<file path="src/rtl/irq_select_encoder16.sv">
// irq_select_encoder16
//
// Sixteen-line request encoder. It latches rising edges of Request into a
// pending register, then picks the lowest-index pending line that is not
// masked. The winner is presented as an 8-bit Selector code with a
// Valid/Ack handshake. The code is chosen so that the downstream 8-bit
// selector decoder regenerates one-hot line k+1 for request bit k.
//
// State | Meaning
// ------+--------------------------------------------------------------
// IDLE  | Nothing presented; look for an eligible pending line
// PRESENT | Selector/index frozen, Valid=1, waiting for Ack
// GAP   | One forced Valid=0 cycle between consecutive codes
//
// Ports:
//   clk       rising-edge clock
//   rst       asynchronous active-low reset
//   Request   request lines (edge sensitive)
//   Mask      1 = line excluded from selection (it still pends)
//   Disable   1 = no new selection is started
//   Ack       consumer accepts the presented Selector
//   Valid     Selector holds a pending, unacknowledged code
//   Selector  encoded line code, bits 7:4 always 0
//   Pending   pending register readback

module irq_select_encoder16 #(
  parameter int    UUID = 0,
  parameter string NAME = ""
) (
  input  logic        clk,
  input  logic        rst,
  input  logic [15:0] Request,
  input  logic [15:0] Mask,
  input  logic        Disable,
  input  logic        Ack,
  output logic        Valid,
  output logic [7:0]  Selector,
  output logic [15:0] Pending
);

  typedef enum logic [1:0] {
    IDLE    = 2'd0,
    PRESENT = 2'd1,
    GAP     = 2'd2
  } state_t;

  state_t      state_q, state_d;
  logic [15:0] prev_q, prev_d;
  logic [15:0] pending_q, pending_d;
  logic [7:0]  sel_q, sel_d;
  logic [3:0]  idx_q, idx_d;
  logic        valid_q, valid_d;

  logic [15:0] rise;
  logic [15:0] eligible;
  logic [15:0] clr;
  logic [3:0]  win_idx;
  logic        win_found;

  // Line k maps to code 7-k (k<8) or 23-k (k>=8). Both reduce to keeping
  // bit 3 of the index and inverting the low three bits.
  function automatic logic [7:0] line_code(input logic [3:0] idx);
    return {4'h0, idx[3], ~idx[2:0]};
  endfunction

  always_comb begin
    rise     = Request & ~prev_q;
    eligible = pending_q & ~Mask;

    // Descending scan so the lowest set index is the one left standing.
    win_idx   = 4'd0;
    win_found = 1'b0;
    for (int k = 15; k >= 0; k--) begin
      if (eligible[k]) begin
        win_idx   = 4'(k);
        win_found = 1'b1;
      end
    end

    clr = 16'h0000;
    if (state_q == PRESENT && Ack) begin
      clr[idx_q] = 1'b1;
    end

    // A new edge in the same cycle as the clear wins, so the line re-pends.
    pending_d = (pending_q & ~clr) | rise;
    prev_d    = Request;

    state_d = state_q;
    valid_d = valid_q;
    sel_d   = sel_q;
    idx_d   = idx_q;

    case (state_q)
      IDLE: begin
        valid_d = 1'b0;
        if (!Disable && win_found) begin
          sel_d   = line_code(win_idx);
          idx_d   = win_idx;
          valid_d = 1'b1;
          state_d = PRESENT;
        end
      end
      PRESENT: begin
        if (Ack) begin
          valid_d = 1'b0;
          state_d = (|(pending_d & ~Mask)) ? GAP : IDLE;
        end
      end
      GAP: begin
        valid_d = 1'b0;
        state_d = IDLE;
      end
      default: begin
        valid_d = 1'b0;
        state_d = IDLE;
      end
    endcase
  end

  always_ff @(posedge clk or negedge rst) begin
    if (!rst) begin
      state_q   <= IDLE;
      prev_q    <= 16'h0000;
      pending_q <= 16'h0000;
      sel_q     <= 8'h00;
      idx_q     <= 4'd0;
      valid_q   <= 1'b0;
    end else begin
      state_q   <= state_d;
      prev_q    <= prev_d;
      pending_q <= pending_d;
      sel_q     <= sel_d;
      idx_q     <= idx_d;
      valid_q   <= valid_d;
    end
  end

  assign Valid    = valid_q;
  assign Selector = sel_q;
  assign Pending  = pending_q;

endmodule

</file>
<file path="config.mk">
export PLATFORM = sky130hd
export DESIGN_NAME = irq_select_encoder16
export DESIGN_NICKNAME = d
export VERILOG_FILES = /design/src/rtl/irq_select_encoder16.sv
export SDC_FILE = /design/constraint.sdc
export NUM_CORES = 1
export LEC_CHECK = 0
export CAP_MARGIN = 20
export CORE_MARGIN = 4
export CORE_UTILIZATION = 35
export CTS_BUF_LIST = sky130_fd_sc_hd__clkbuf_8
export DETAILED_ROUTE_END_ITERATION = 16
export GPL_ROUTABILITY_DRIVEN = 0
export PLACE_DENSITY_LB_ADDON = 0.1
export SLEW_MARGIN = 20
export SYNTH_ARGS = -nofsm -noshare
export SYNTH_HDL_FRONTEND = slang
export SYNTH_SLANG_ARGS = --single-unit
</file>
<file path="constraint.sdc">
create_clock -name clk -period 5.4 [get_ports clk]
set_input_delay 1.08 -clock clk [delete_from_list [all_inputs] [get_ports clk]]
set_output_delay 1.08 -clock clk [all_outputs]
set_load 0.1 [all_outputs]
</file>
==> flow_summary.json <==
{
  "drc": 0,
  "report.final.slew_viol_count": 0,
  "final-setup-viol-count": 0,
  "crit_path_top_delay_cell": "clkdlybuf4s50_1",
  "yosysSeqAreaShare_pct": 53.10,
  "area.growth.synth_to_final_pct": 34.01,
  "syn-cell-area_um2": 1979,
  "rows": 27,
  "synthArstFlopShare_pct": 100.0,
  "netlist_top_cells_area": "dfrtp_1, nand2b_1, o21ai_0, nor2b_1, a21oi_1",
  "power.total_mw": 1.196,
  "clock_skew_ps": 4.400,
  "coreArea_um2": 5507,
  "drive_above_1_share_pct": 5.556,
  "drt_iter0_drc": 50,
  "design_area_um2": 2653,
  "antenna_found_initial": 0,
  "cp-end-kind": "output port",
  "startpoint_type": "flip-flop",
  "max_stage_delay_ps": 1200,
  "cp.required_ps": 4320,
  "wirelength_um": 4732,
  "p_comb_share_pct": 47.4,
  "fin_hold_ws_ps": 436.3,
  "instances_no_fill": 324,
  "antenna_left": 0,
  "start_util_pct": 35.95,
  "swShare_pct": 46.97,
  "grt_util_all_layers_pct": 13.78,
  "placed_area_um2": 2570,
  "min_path_cells": 1,
  "yosysUniqueCellTypes": 38,
  "die_area_um2": 6922,
  "cts.repair.resized": 0,
  "synth_seq_cells": 42,
  "hold_buffers": 0,
  "cap_violations": 0,
  "synth_top_cell_by_area": "dfrtp_1",
  "ff2ff_path_depth": 6,
  "clockBufferDepth": 2,
  "htree_levels": 2,
  "cts-root-buf": "clkbuf_8",
  "synth-edff-count": 0,
  "worst_pin_slew_ps": 971.9,
  "grt_remaining_overflow": 0,
  "synthFlopType": "dfrtp_1",
  "setup_ws_ps": 2295,
  "r2r_start": "Pending[12]",
  "clkLatencyLatePin_ps": 290,
  "crit_family": "buffers and inverters",
  "syn_inst": 196,
  "final_core_util_pct": 48.17,
  "cts_tree": "done",
  "post-place-cells": 318,
  "die_width_um": 83.20,
  "r2r_end": "idx_q[0]",
  "drt_pass1_iterations": 4,
  "cp_max_fo": 10,
  "finalSetupTns_ps": 0,
  "switching_power_uw": 561.9,
  "p_int_uw": 634.4,
  "nets": 289,
  "power.leakage_nw": 1.073,
  "period_needed_ps": 3105,
  "wl_per_cell_um": 14.60,
  "grt_max_degree": 43,
  "grt_pass1_wl_um": 7652,
  "finalCritPeriodShare_pct": 57.51,
  "status": "finished clean",
  "synth_top_area_share_pct": 53.10,
  "ys_warn_count": 0,
  "seqPwrFrac_pct": 36.4,
  "whs_endpoint": "Pending[0]",
  "route.vias.total": 1577,
  "path_cells": "clkdlybuf4s50_1",
  "crit_arrival_ps": 2030,
  "port_buffers": 56,
  "power_density_nw_per_um2": 451.0,
  "min-delay-start": "prev_q[0]",
  "io_pins": 61,
  "avgSynthCellArea_um2": 10.10,
  "pwr-share-clk_pct": 16.2,
  "relSlewSlack_pct": 35.00,
  "grt_pass1_vias": 1601,
  "dp_hpwl_um": 3635,
  "r2r_setup_slack_ps": 3180,
  "numCtsBuffers": 5,
  "fmax_mhz": 322.0,
  "critical_path_buf_inv_count": 1,
  "hp-class": "reg -> reg",
  "die_height_um": 83.20,
  "hold_violations": 0,
  "diodes": 0,
  "cts_setup_buffers": 0,
  "dpl_worst_slack_ps": 1989,
  "rsz0062_at_grt": "false",
  "clk_pin_slew_ps": 70,
  "ir_drop_mv": 0.2308,
  "cts.sinks": 42,
  "routed_via_density": 4.867,
  "critical_path_class": "reg -> out"
}
final cells by class:
cell class	instances	area, um^2
well taps	72	90.09
fillers	541	2854
inverters	11	41.29
multi-input cells	137	832.0
repair buffers	56	555.5
clock buffers	6	82.58
flip-flops and latches	42	1051
cell usage after synthesis, types with 2 or more instances:
library cell  number
nor3_1             3
dfrtp_1           42
inv_1             11
a21oi_1           16
a21o_1             2
nor2_1             5
nor2b_1           13
a311oi_1           2
o21ai_0           17
nand2_1           17
buf_2              2
or3_1              2
nand4_1            3
a211oi_1           2
o21ai_1            6
nand3b_1           3
nand2b_1          23
a21boi_0           2
buf_4              6
cell families after synthesis:
| family | share of synthesized area (%) |
|---|---|
| DFF | 53.10 |
| buffers and inverters | 5.436 |
| and+or+nand+nor | 24.91 |
| AOI/OAI and AO/OA | 16.37 |
| other | 0.1895 |
how the worst max path moves through the flow:
stage / start / depth (start not counted) / to / slack, ps
after floorplan: Ack / 6 / state_q[1] / 3020
after global placement: Mask[14] / 7 / idx_q[1] / 2020
after detailed placement: Ack / 7 / state_q[1] / 1990
after CTS: idx_q[3] / 1 / Selector[3] / 2280
after global routing: Mask[14] / 7 / idx_q[1] / 2120
final: idx_q[3] / 1 / Selector[3] / 2290
worst reg2reg max path, stage by stage, from the launching register on:
cell,delay [ps]
dfrtp_1,410
nor2b_1,180
nor4bb_1,350
a21boi_0,180
nor2b_1,610
nor3_1,200
a21o_1,190
flip-flops by register name, summed over array words and instances, names as in the netlist:
name and flops:
Valid 1, prev_q 16, Pending 16, state_q 2, Selector 3, idx_q 4
layout by cell type (no fill, tap or decap), types with 3 or more instances in the layout:
cell / instances
nand3b_1: 3
o21ai_0: 17
a21oi_1: 16
dfrtp_1: 42
nand2b_1: 23
nand2_1: 17
nor3_1: 3
nor2_1: 5
o21ai_1: 6
nor2b_1: 13
nand4_1: 3
conb_1: 4
clkbuf_8: 6
inv_1: 11
clkdlybuf4s50_1: 55
layer usage:
| layer | GRT usage [%] | vias to the layer above | wire length [um] |
|---|---|---|---|
| met5 | 0 | - | 0 |
| met4 | 4.012 | 0 | 44 |
| li1 | - | 781 | - |
| met2 | 21.57 | 41 | 2185 |
| met1 | 18.62 | 750 | 2276 |
| met3 | 3.770 | 5 | 225 |
power by group through the flow:
| stage | clock network, mW | registers, mW | logic (mW) |
|---|---|---|---|
| finish | 0.194 | 0.435 | 0.567 |
| global route | 0.218 | 0.445 | 0.599 |
| CTS | 0.204 | 0.436 | 0.570 |
| detailed placement | 0 | 0.441 | 0.569 |
| global placement | 0 | 0.440 | 0.568 |
| floorplan | 0 | 0.641 | 0.231 |
Note: power is estimated with default switching activity, not from simulation.
